[config.mk]
export PLATFORM = sky130hd
export DESIGN_NAME = csr_access_unit
export DESIGN_NICKNAME = d
export VERILOG_FILES = /design/src/rtl/csr_pkg.sv /design/src/rtl/csr_access_unit_op_decode.sv /design/src/rtl/csr_access_unit.sv
export SDC_FILE = /design/constraint.sdc
export NUM_CORES = 1
export LEC_CHECK = 0
export CAP_MARGIN = 30
export CORE_MARGIN = 2
export CORE_UTILIZATION = 36
export DETAILED_ROUTE_END_ITERATION = 7
export HOLD_SLACK_MARGIN = 0.1
export PLACE_DENSITY = 0.72
export SETUP_SLACK_MARGIN = 0.5
export SYNTH_ARGS = -nofsm -noshare
export SYNTH_HDL_FRONTEND = slang
export SYNTH_SLANG_ARGS = --single-unit
[constraint.sdc]
create_clock -name clk -period 10.1 [get_ports clk]
set_input_delay 2.525 -clock clk [delete_from_list [all_inputs] [get_ports clk]]
set_output_delay 2.525 -clock clk [all_outputs]
set_load 0.01 [all_outputs]
[src/rtl/csr_pkg.sv]
// Shared definitions for the CSR access path: access-type encodings, funct3 opcodes,
// FSM state encoding and the read-only CSR address test.
package csr_pkg;

    typedef enum logic [1:0] {
        CSR_READ_ONLY = 2'b00,
        CSR_WRITE     = 2'b01,
        CSR_SET       = 2'b10,
        CSR_CLEAR     = 2'b11
    } csr_access_t;

    localparam logic [2:0] F3_CSRRW  = 3'b001;
    localparam logic [2:0] F3_CSRRS  = 3'b010;
    localparam logic [2:0] F3_CSRRC  = 3'b011;
    localparam logic [2:0] F3_CSRRWI = 3'b101;
    localparam logic [2:0] F3_CSRRSI = 3'b110;
    localparam logic [2:0] F3_CSRRCI = 3'b111;

    typedef enum logic [1:0] {
        IDLE   = 2'd0,
        ACCESS = 2'd1,
        RESP   = 2'd2
    } csr_state_t;

    // CSR addresses with [11:10]==2'b11 are architecturally read-only.
    function automatic logic csr_is_readonly(input logic [11:0] num);
        return (num[11:10] == 2'b11);
    endfunction

endpackage

[src/rtl/csr_access_unit_op_decode.sv]
// Combinational decode of a SYSTEM/CSR instruction into access type, operand and illegal flag.
// Illegal-instruction detection is enabled by defining CSR_ILLEGAL_CHECK_EN.
module csr_op_decode
    import csr_pkg::*;
#(
    parameter int XLEN = 32
) (
    input  logic [2:0]      i_funct3,
    input  logic [4:0]      i_rs1_field,
    input  logic [11:0]     i_csr_num,
    input  logic [XLEN-1:0] i_rs1_value,
    output logic [1:0]      o_access_type,
    output logic [XLEN-1:0] o_operand,
    output logic            o_illegal,
    output logic            o_no_writeback
);

    csr_access_t w_type;
    logic        w_illegal;

    // SET/CLEAR with a zero source field must not produce a write side effect.
    always_comb begin
        w_type = CSR_READ_ONLY;
        case (i_funct3[1:0])
            2'b01:   w_type = CSR_WRITE;
            2'b10:   w_type = (i_rs1_field != 5'd0) ? CSR_SET : CSR_READ_ONLY;
            2'b11:   w_type = (i_rs1_field != 5'd0) ? CSR_CLEAR : CSR_READ_ONLY;
            default: w_type = CSR_READ_ONLY;
        endcase
    end

`ifdef CSR_ILLEGAL_CHECK_EN
    assign w_illegal = (i_funct3[1:0] == 2'b00)
                     || ((w_type != CSR_READ_ONLY) && csr_is_readonly(i_csr_num));
`else
    logic w_unused_num;
    assign w_unused_num = ^i_csr_num;
    assign w_illegal    = 1'b0;
`endif

    assign o_access_type  = w_illegal ? CSR_READ_ONLY : w_type;
    assign o_illegal      = w_illegal;
    assign o_no_writeback = (i_funct3[1:0] == 2'b00);
    assign o_operand      = i_funct3[2] ? {{(XLEN-5){1'b0}}, i_rs1_field} : i_rs1_value;

endmodule

[src/rtl/csr_access_unit.sv]
// Initiator side of the CSR port: one request in, one single-cycle CSR access, one response out.
// Optional illegal-instruction checking is enabled with CSR_ILLEGAL_CHECK_EN.
module csr_access_unit
    import csr_pkg::*;
#(
    parameter int XLEN = 32
) (
    input  logic            clk,
    input  logic            reset,
    input  logic            req_valid,
    output logic            req_ready,
    input  logic [31:0]     req_instr,
    input  logic [XLEN-1:0] req_rs1_value,
    output logic [11:0]     csr_number,
    output logic [1:0]      csr_access_type,
    output logic [XLEN-1:0] csr_wdata,
    input  logic [XLEN-1:0] csr_rdata,
    output logic            rsp_valid,
    input  logic            rsp_ready,
    output logic [4:0]      rsp_rd,
    output logic [XLEN-1:0] rsp_data,
    output logic            rsp_we,
    output logic            rsp_illegal
);

    csr_state_t      r_state;
    logic [4:0]      r_rd;
    logic [11:0]     r_num;
    logic [1:0]      r_type;
    logic [XLEN-1:0] r_wdata;
    logic            r_illegal;
    logic            r_no_wb;

    logic [4:0]      r_rsp_rd;
    logic [XLEN-1:0] r_rsp_data;
    logic            r_rsp_we;
    logic            r_rsp_illegal;

    logic [1:0]      w_dec_type;
    logic [XLEN-1:0] w_dec_operand;
    logic            w_dec_illegal;
    logic            w_dec_no_wb;
    logic            w_accept;
    logic            w_unused_opcode;

    assign w_unused_opcode = ^req_instr[6:0];

    csr_op_decode #(
        .XLEN (XLEN)
    ) u_decode (
        .i_funct3       (req_instr[14:12]),
        .i_rs1_field    (req_instr[19:15]),
        .i_csr_num      (req_instr[31:20]),
        .i_rs1_value    (req_rs1_value),
        .o_access_type  (w_dec_type),
        .o_operand      (w_dec_operand),
        .o_illegal      (w_dec_illegal),
        .o_no_writeback (w_dec_no_wb)
    );

    assign w_accept = req_valid && (r_state == IDLE);

    always_ff @(posedge clk or posedge reset) begin
        if (reset) begin
            r_state       <= IDLE;
            r_rd          <= '0;
            r_num         <= '0;
            r_type        <= CSR_READ_ONLY;
            r_wdata       <= '0;
            r_illegal     <= 1'b0;
            r_no_wb       <= 1'b0;
            r_rsp_rd      <= '0;
            r_rsp_data    <= '0;
            r_rsp_we      <= 1'b0;
            r_rsp_illegal <= 1'b0;
        end else begin
            case (r_state)
                IDLE: begin
                    if (w_accept) begin
                        r_rd      <= req_instr[11:7];
                        r_num     <= req_instr[31:20];
                        r_type    <= w_dec_type;
                        r_wdata   <= w_dec_operand;
                        r_illegal <= w_dec_illegal;
                        r_no_wb   <= w_dec_no_wb;
                        r_state   <= ACCESS;
                    end
                end
                ACCESS: begin
                    // csr_rdata still shows the pre-write value on the committing edge.
                    r_rsp_rd      <= r_rd;
                    r_rsp_data    <= r_illegal ? '0 : csr_rdata;
                    r_rsp_we      <= (r_rd != 5'd0) && !r_illegal && !r_no_wb;
                    r_rsp_illegal <= r_illegal;
                    r_state       <= RESP;
                end
                RESP: begin
                    if (rsp_ready) begin
                        r_state <= IDLE;
                    end
                end
                default: r_state <= IDLE;
            endcase
        end
    end

    // CSR write-side outputs are only live in ACCESS, so a reset or idle cycle can never write.
    assign csr_number      = (r_state == ACCESS) ? r_num   : 12'd0;
    assign csr_access_type = (r_state == ACCESS) ? r_type  : CSR_READ_ONLY;
    assign csr_wdata       = (r_state == ACCESS) ? r_wdata : '0;

    assign req_ready   = (r_state == IDLE);
    assign rsp_valid   = (r_state == RESP);
    assign rsp_rd      = r_rsp_rd;
    assign rsp_data    = r_rsp_data;
    assign rsp_we      = r_rsp_we;
    assign rsp_illegal = r_rsp_illegal;

endmodule

Yosys cells after proc, flatten, opt, wreduce, memory -nomap -nowiden
Index checks and enable logic that the tools add are counted.

Equality and inequality tests: 7. Multiplexer cells: 10. Reduce and logical (&&, ||, !) cells: 9.

Operator list (number): two-way mux 32 bit (2); two-way mux 12 bit (1); case mux 2 bit (3 select lines) (2); two-way mux 2 bit (5); nonzero test 5 bit (2); equality test 2 bit (second input constant) (3); equality test 2 x 1 -> 1 bit (second input constant) (2); zero test 2 bit (2); inequality test 2 x 1 -> 1 bit (second input constant) (2); AND reduction 2 bit (2); logical AND 1 bit (2); zero test 1 bit (1).

Bits in registers: 92. Input bits: 100. Output and inout port bits: 87. Word-level logic and storage cells: 35.

Logic depth before layout (Yosys ltp)
Gate-level depths: netlist of the first run.

Depth after elaboration: 4. Gate-level depth with buffers: 5. Gate-level depth less buffers: 4.

Hierarchy
From an unflattened synthesis of the first run, not the netlist that was laid out.

Cells, all modules: 384. Area, all modules: 4520.6 sq um.

Modules (own cells, without submodules): csr_access_unit (instances 1, cells each 342, area an instance 4236.6 sq um, seq. area each 2352.3 sq um); csr_op_decode (instances 1, cells each 42, area an instance 284.0 sq um, seq. area each 0.0 sq um).

Worst setup path before layout of the first run
Ideal clock, no wire load.

Path type: register to output. Start: register r_state[1]. End: output port csr_access_type[0]. Data arrival time: 1075 ps. Required time: 7575 ps. Slack: 6500 ps. Stages on the path, launching flop included: 5. Path buffers: 2. Cell sequence: dfrtp_1 nor2b_1 buf_2 clkbuf_1 and2_1.

Word-level cells in the longest chain between the ends: 2.

Ends and longest elaborated chain: from (decl) (RTL line csr_access_unit.sv:26) `csr_state_t r_state;`; from (signal assigned) (RTL line csr_access_unit.sv:65) `r_state <= IDLE;`; from (signal assigned) (RTL line csr_access_unit.sv:86) `r_state <= ACCESS;`; from (signal assigned) (RTL line csr_access_unit.sv:95) `r_state <= RESP;`; equality test 2 x 1 -> 1 bit (RTL line csr_access_unit.sv:109) `assign csr_access_type = (r_state == ACCESS) ? r_type : CSR_READ_ONLY;`; two-way mux 2 bit (RTL line csr_access_unit.sv:109); to (decl) (RTL line csr_access_unit.sv:15) `output logic [1:0] csr_access_type,`.

Every way passes these cells.

Worst setup path after layout of the first run
Start: register r_state[1]. End: output port csr_wdata[28].

Word-level cells in the longest chain between the ends: 2.

Ends and longest elaborated chain: equality test 2 x 1 -> 1 bit (RTL line csr_access_unit.sv:110) `assign csr_wdata = (r_state == ACCESS) ? r_wdata : '0;`; two-way mux 32 bit (RTL line csr_access_unit.sv:110); to (decl) (RTL line csr_access_unit.sv:16) `output logic [XLEN-1:0] csr_wdata,`.

Every way passes these cells.

==> results of run 1 <==
-- layout by cell type, fill, tap and decap left out --
| master | n |
|---|---|
| sky130_fd_sc_hd__inv_6 | 1 |
| sky130_fd_sc_hd__o21ai_0 | 1 |
| sky130_fd_sc_hd__nand2_1 | 198 |
| sky130_fd_sc_hd__inv_1 | 1 |
| sky130_fd_sc_hd__nor2_1 | 3 |
| sky130_fd_sc_hd__buf_4 | 3 |
| sky130_fd_sc_hd__and2_1 | 46 |
| sky130_fd_sc_hd__a31oi_1 | 1 |
| sky130_fd_sc_hd__nor2b_4 | 1 |
| sky130_fd_sc_hd__clkbuf_8 | 9 |
| sky130_fd_sc_hd__clkdlybuf4s50_1 | 178 |
| sky130_fd_sc_hd__clkinvlp_4 | 2 |
| sky130_fd_sc_hd__inv_4 | 1 |
| sky130_fd_sc_hd__or3b_4 | 1 |
| sky130_fd_sc_hd__or4_1 | 2 |
| sky130_fd_sc_hd__conb_1 | 1 |
| sky130_fd_sc_hd__nand2b_1 | 29 |
| sky130_fd_sc_hd__o21ai_1 | 33 |
| sky130_fd_sc_hd__inv_2 | 1 |
| sky130_fd_sc_hd__mux2i_1 | 6 |
| sky130_fd_sc_hd__o31ai_1 | 2 |
| sky130_fd_sc_hd__inv_8 | 2 |
| sky130_fd_sc_hd__bufinv_16 | 2 |
| sky130_fd_sc_hd__dfrtp_1 | 92 |
-- power breakdown --
| group | switching [mW] | internal (mW) |
|---|---|---|
| registers | 0.0874 | 0.538 |
| logic | 0.313 | 0.327 |
| clock network | 0.134 | 0.144 |
| total | 0.534 | 1.01 |
-- area by class of cell --
cell class / count / area share
well taps: 140 / 0.0290
multi-input cells: 324 / 0.251
clock buffers: 9 / 0.0205
flip-flops and latches: 92 / 0.381
clock inverters: 7 / 0.0176
inverters: 3 / 0.00228
repair buffers: 181 / 0.298
-- per-stage QoR --
step / setup WS [ns] / area, sq um
final: 4.94 / 6040
after global routing: 4.71 / 6040
after CTS: 4.86 / 6040
after detailed placement: 5.27 / 5810
after global placement: 5.28 / 5810
after floorplan: 5.18 / 3990
-- worst min-delay path, delay by kind of cell (launching register included) --
family	cells	cell delay, ns
flops	1	0.35
simple gates	2	0.10
-- registers in the layout, summed over array words and instances, names as in the netlist --
| signal | flops |
|---|---|
| rsp_rd | 5 |
| r_num | 12 |
| r_no_wb | 1 |
| rsp_we | 1 |
| r_rd | 5 |
| r_state | 2 |
| r_wdata | 32 |
| rsp_data | 32 |
| r_type | 2 |
-- routing by layer --
| layer | part of all wire | global-route usage | up-vias |
|---|---|---|---|
| met5 | 0 | 0 | - |
| met4 | 0.012 | 0.0425 | 0 |
| met3 | 0.079 | 0.0474 | 11 |
| met2 | 0.47 | 0.273 | 118 |
| met1 | 0.44 | 0.212 | 1528 |
| li1 | - | - | 1704 |
-- how the worst min path moves through the flow --
stage | end | slack (ns) | cells after the start
6_report | r_num[6] | 0.47 | 2
5_1_grt | rsp_rd[1] | 0.50 | 2
4_1_cts | r_num[6] | 0.48 | 2
3_5_place_dp | r_num[6] | 0.45 | 2
3_3_place_gp | r_num[0] | 0.45 | 2
2_1_floorplan | rsp_we | 0.43 | 1
-- kinds of logic (layout without fill, tap and decap cells) --
kind of cell / after synthesis / count (layout) / synth area share
flip-flops: 92 / 92 / 0.577
multiplexers: 6 / 6 / 0.0150
other: 1 / 1 / 0.000940
AO/OA/AOI/OAI: 37 / 37 / 0.0480
buffers and inverters: 31 / 200 / 0.0445
AND/OR/NAND/NOR: 280 / 280 / 0.315
==> summary.txt, run 1 <==
CLOCKING
--------------------------------------------------------------------------------------
Total of cells resized after clock tree synthesis .......................            0
Total setup buffers inserted after CTS ..................................            0
Worst skew pair latency .................................................      0.35 ns
Clock sink count ........................................................           92
CTS tree ................................................................        built
H-tree Lvls .............................................................            3
Maximum number of buffers from clock root to sink .......................            2
Hold_buf cts ............................................................            0
Clock slew at the register clock pins of the worst setup and hold paths .      0.09 ns
Number of buffers created by CTS ........................................            9
Root Buffer ............................................................. sky130_fd_sc_hd__clkbuf_8

YOSYS
--------------------------------------------------------------------------------------
Post-synthesis instance total ...........................................          447
Fraction of synthesized cell area taken by the top area cell type .......        0.577
Most common cell in the synthesized netlist ............................. sky130_fd_sc_hd__nand2_1
Proportion of synthesized chip area in sequential cells .................        0.577
Number of synthesized register bits .....................................           92
Number of enable-type register cells in the synthesized netlist .........            0
Leading post-synthesis cells by instance count .......................... 198 x sky130_fd_sc_hd__nand2_1, 92 x sky130_fd_sc_hd__dfrtp_1, 46 x sky130_fd_sc_hd__and2_1, 33 x sky130_fd_sc_hd__o21ai_1, 29 x sky130_fd_sc_hd__nand2b_1
Syn Area/Cell ...........................................................   8.93 sq um
Synth cell types ........................................................           20
Fraction of registers with async set/reset ..............................         1.00
Mapped Nets .............................................................          547
Top_reg_cell synth ...................................................... sky130_fd_sc_hd__dfrtp_1
Top cell type by total area after synthesis ............................. sky130_fd_sc_hd__dfrtp_1
Netlist Area Pre-Place ..................................................   3990 sq um
Number of synthesis warnings ............................................            0
Leading cell types by total area after synthesis ........................ sky130_fd_sc_hd__dfrtp_1 58%, sky130_fd_sc_hd__nand2_1 19%, sky130_fd_sc_hd__and2_1 7.2%

DETAILED ROUTING
--------------------------------------------------------------------------------------
Total wirelength of the detailed-routed design ..........................      9.80 mm
DRC marker count from the first detailed-route iteration ................          167
Drt wl/cell .............................................................      13.0 um
Via count of the routed design ..........................................         3361
Initial DRT Pass Iterations .............................................            4
Vias/cell ...............................................................         4.45
Post-route DRC violation count ..........................................            0
Post-detailed-route count of antenna-violating nets .....................            0

OUTCOME
--------------------------------------------------------------------------------------
Outcome ................................................................. complete, no violations

FINISH
--------------------------------------------------------------------------------------
Count of nets after finishing ...........................................          711
Layout cell share with drive strength beyond 1 ..........................       0.0373
Number of filler cells placed in the layout .............................         1005
Antenna diodes ..........................................................            0
Post-synthesis to final-layout area growth ..............................        51.4%
Post-route non-filler standard cell count ...............................          756
Area of the multi-input gates ...........................................   1520 sq um
Footprint of the flip-flops and latches .................................   2300 sq um
Utilization after layout ................................................        0.558

CRITICAL PATH
--------------------------------------------------------------------------------------
Startpoint class of the critical path ...................................     register
Crit path arrival time ..................................................      2.63 ns
Destination of the critical timing path ................................. csr_wdata[28]
Largest incremental delay on the critical path ..........................      0.54 ns
Buffering stage count on the worst path with inverters included .........            2
Critical path cell sequence ............................................. nor2b_4 > buf_4 > and2_1 > clkdlybuf4s50_1
Path type of the worst setup path ....................................... register to output port
Minimum setup slack among reg-to-reg paths ..............................      8.11 ns
Logic depth of the worst setup path including buffers ...................            4
Launch point of the critical path .......................................   r_state[1]
CP max stage cell ....................................................... sky130_fd_sc_hd__clkdlybuf4s50_1
Critical Path Fanout Max ................................................           51
Worst Path Required .....................................................      7.58 ns
Setup crit end kind .....................................................  output port
FF-to-FF Start ..........................................................   r_state[1]
Reg-to-reg endpoint .....................................................    r_type[1]
CP delay by family, top ................................................. buffers and inverters
Worst reg-to-reg path cell count ........................................            4

STA
--------------------------------------------------------------------------------------
# setup viols final .....................................................            0
Period minus WS final ...................................................      5.16 ns
Worst-case headroom to the max-slew limit ...............................        0.352
Total negative setup slack ..............................................         0 ns
Maximum clock skew at final layout ......................................    0.0105 ns
Hold Violations, Final ..................................................            0
Worst hold slack after final layout .....................................     0.474 ns
Final count of pins violating max slew ..................................            0
RSZ-0062 raised after global routing ....................................           no
Slew at the pin with the worst max-slew slack ...........................     0.969 ns
Maximum clock frequency .................................................      194 MHz
Final cycle utilization of the critical path ............................        0.510

GLOBAL ROUTE
--------------------------------------------------------------------------------------
Sum of overflow across all layers after global routing ..................            0
Number of antenna violations at the first check in global routing .......            0
Global Route Usage Sum ..................................................        0.164
Global-route wire length before repair ..................................      15.3 mm
Vias in the first global route ..........................................         3229
Pin count of the biggest net entering global routing ....................           87

RUN
--------------------------------------------------------------------------------------
Max_cap viols ...........................................................            0

MIN PATH
--------------------------------------------------------------------------------------
Startpoint of the lowest-slack hold path ................................     r_num[6]
Worst hold-check path type .............................................. register to register

DIE
--------------------------------------------------------------------------------------
Die span in y ...........................................................       109 um
Row Count ...............................................................           38
Initial Utilization .....................................................        0.368
Die width ...............................................................       109 um
Num ports ...............................................................          187
Total Die Area ..........................................................  11900 sq um
CORE AREA ...............................................................  10800 sq um

PLACED DESIGN
--------------------------------------------------------------------------------------
Number of port buffers ..................................................          178
Cell count after placement ..............................................          740
Placer Congestion .......................................................        0.731
HPWL after detailed placement ...........................................      6.99 mm

POWER
--------------------------------------------------------------------------------------
Worst IR Drop VDD .......................................................     0.129 mV
Power density over the cells ............................................  255 nW/um^2
Total Power .............................................................      1.54 mW
Leakage power figure ....................................................      2.80 nW

(Power assumes the default switching activity.)
==> run 2: changes to the inputs <==
==> constraint.sdc (replaced) <==
create_clock -name clk -period 5.1 [get_ports clk]
set_input_delay 1.275 -clock clk [delete_from_list [all_inputs] [get_ports clk]]
set_output_delay 1.275 -clock clk [all_outputs]
set_load 0.01 [all_outputs]
==> run 2 against run 1 <==
Effect of this change: via count up 1.1%; highest routed layer unchanged; total power up 95%; largest cell class unchanged; sequential share of layout area up 0.13 points; wire length up 0.73%; global-route usage up 0.88 points; core utilization down 0.18 points; count of clock-buffer cells in the layout up 2; sequential cell count unchanged; non-clock buffer count unchanged.
==> summary.txt, run 2 (synthesis results as in run 1) <==
FINISH
--------------------------------------------------------------------------------------
Antenna diodes ..........................................................            0
Most frequent cells in the layout ....................................... 198 x sky130_fd_sc_hd__nand2_1, 178 x sky130_fd_sc_hd__clkdlybuf4s50_1, 92 x sky130_fd_sc_hd__dfrtp_1
Count of nets after finishing ...........................................          711
Post-synthesis to final-layout area growth ..............................        50.9%
Number of filler cells placed in the layout .............................         1031
Most common cell after layout, fill and taps aside ...................... sky130_fd_sc_hd__nand2_1
Layout cell share with drive strength beyond 1 ..........................       0.0373

CRITICAL PATH
--------------------------------------------------------------------------------------
Crit path arrival time ..................................................      2.31 ns
Worst Path Required .....................................................      3.83 ns
Path type of the worst setup path ....................................... register to output port
FF-to-FF Start ..........................................................   r_state[1]
Launch point of the critical path .......................................   r_state[0]
Setup crit end kind .....................................................  output port
Critical Path Fanout Max ................................................           50
Largest incremental delay on the critical path ..........................      0.74 ns
CP delay by family, top ................................................. simple AND/OR/NAND/NOR gates
Startpoint class of the critical path ...................................     register
Buffering stage count on the worst path with inverters included .........            1
Critical path cell sequence ............................................. nor2b_4 > and2_1 > clkdlybuf4s50_1
CP max stage cell ....................................................... sky130_fd_sc_hd__nor2b_4

DETAILED ROUTING
--------------------------------------------------------------------------------------
Via count of the routed design ..........................................         3399
Total wirelength of the detailed-routed design ..........................      9.87 mm
Post-route DRC violation count ..........................................            0
Vias/cell ...............................................................         4.50
DRC marker count from the first detailed-route iteration ................          207
Initial DRT Pass Iterations .............................................            4
Drt wl/cell .............................................................      13.1 um
Post-detailed-route count of antenna-violating nets .....................            0

POWER
--------------------------------------------------------------------------------------
Leakage power figure ....................................................      2.79 nW
Worst IR Drop VDD .......................................................     0.198 mV
Power density over the cells ............................................  500 nW/um^2

GLOBAL ROUTE
--------------------------------------------------------------------------------------
Vias in the first global route ..........................................         3463
Pin count of the biggest net entering global routing ....................           87
Global-route wire length before repair ..................................      16.1 mm
Sum of overflow across all layers after global routing ..................            0
Global Route Usage Sum ..................................................        0.173
Number of antenna violations at the first check in global routing .......            0

CLOCKING
--------------------------------------------------------------------------------------
Clock slew at the register clock pins of the worst setup and hold paths .      0.09 ns
Number of buffers created by CTS ........................................            9
Worst skew pair latency .................................................      0.35 ns
Root Buffer ............................................................. sky130_fd_sc_hd__clkbuf_8
Total of cells resized after clock tree synthesis .......................            0
Hold_buf cts ............................................................            0
Total setup buffers inserted after CTS ..................................            0
Maximum number of buffers from clock root to sink .......................            2
CTS tree ................................................................        built
H-tree Lvls .............................................................            3
Clock sink count ........................................................           92

STA
--------------------------------------------------------------------------------------
Final count of pins violating max slew ..................................            0
Hold Violations, Final ..................................................            0
Maximum clock skew at final layout ......................................    0.0102 ns
Worst hold slack after final layout .....................................     0.476 ns
Slew at the pin with the worst max-slew slack ...........................     0.993 ns
Worst-case headroom to the max-slew limit ...............................        0.336
Total negative setup slack ..............................................         0 ns
Maximum clock frequency .................................................      279 MHz
Period minus WS final ...................................................      3.59 ns
# setup viols final .....................................................            0
RSZ-0062 raised after global routing ....................................           no
Final cycle utilization of the critical path ............................        0.703

DIE
--------------------------------------------------------------------------------------
Die width ...............................................................       109 um
Total Die Area ..........................................................  11900 sq um
CORE AREA ...............................................................  10800 sq um
Row Count ...............................................................           38
Die span in y ...........................................................       109 um
Initial Utilization .....................................................        0.368
Num ports ...............................................................          187

RUN
--------------------------------------------------------------------------------------
Max_cap viols ...........................................................            0

MIN PATH
--------------------------------------------------------------------------------------
Startpoint of the lowest-slack hold path ................................ rsp_data[11]
Worst hold-check path type .............................................. register to register

PLACED DESIGN
--------------------------------------------------------------------------------------
Placer Congestion .......................................................        0.729
Number of port buffers ..................................................          178
HPWL after detailed placement ...........................................      6.89 mm

OUTCOME
--------------------------------------------------------------------------------------
Outcome ................................................................. complete, no violations

-- run 2: cell types whose count changed in the layout (fill, tap and decap cells not counted), sizes merged --
cell / previous run / this run
clkinv: 0 / 1
inv: 6 / 4
bufinv: 2 / 1
clkbuf: 9 / 11
-- run 2: power breakdown --
| part | total, mW | leakage (nW) | internal [mW] | switching (mW) |
|---|---|---|---|---|
| registers | 1.24 | 1.16 | 1.07 | 0.172 |
| logic | 1.27 | 1.53 | 0.647 | 0.621 |
| clock network | 0.508 | 0.102 | 0.254 | 0.254 |
| total | 3.01 | 2.79 | 1.97 | 1.05 |
-- run 2: through the flow --
stage | cells | total power [mW] | setup slack, ns | area (sq um) | utilization
floorplan | 447 | 1.90 | 1.43 | 3990 | -
global placement | 740 | 2.50 | 1.79 | 5810 | 0.536
detailed placement | 740 | 2.54 | 1.78 | 5810 | 0.536
CTS | 756 | 3.06 | 1.42 | 6020 | 0.556
global route | 756 | 3.27 | 1.26 | 6020 | 0.556
finish | 756 | 3.01 | 1.51 | 6020 | 0.556
-- run 2: area by class of cell --
cell class	instances	area [sq um]	area share
clock buffers	11	151	0.0251
clock inverters	5	58.8	0.00976
inverters	3	13.8	0.00228
multi-input cells	324	1520	0.252
flip-flops and latches	92	2300	0.382
well taps	140	175	0.0291
repair buffers	181	1800	0.299
-- run 2: per-layer routing --
metal,GRT usage,wire length [um],vias up
met1,0.209,4130,1570
met4,0.0624,132,0
met3,0.0462,819,11
met2,0.298,4790,114
li1,-,-,1704
met5,0,0,-
-- run 2: worst paths after layout --
kind,end,slack (ns),cells after the start
max reg2reg,r_num[6],3.10,4
min in group asynchronous,rsp_data[21],1.45,2
min,rsp_data[11],0.48,2
max,csr_wdata[20],1.51,3
min reg2reg,rsp_data[11],0.48,2
max in group asynchronous,r_wdata[25],2.80,3
-- run 2: worst register-to-register path, stage by stage, from the launching register on --
cell and delay (ns):
sky130_fd_sc_hd__dfrtp_1 0.45, sky130_fd_sc_hd__or3b_4 0.78, sky130_fd_sc_hd__inv_2 0.43, sky130_fd_sc_hd__nand2_1 0.18
sky130_fd_sc_hd__nand2_1 0.06
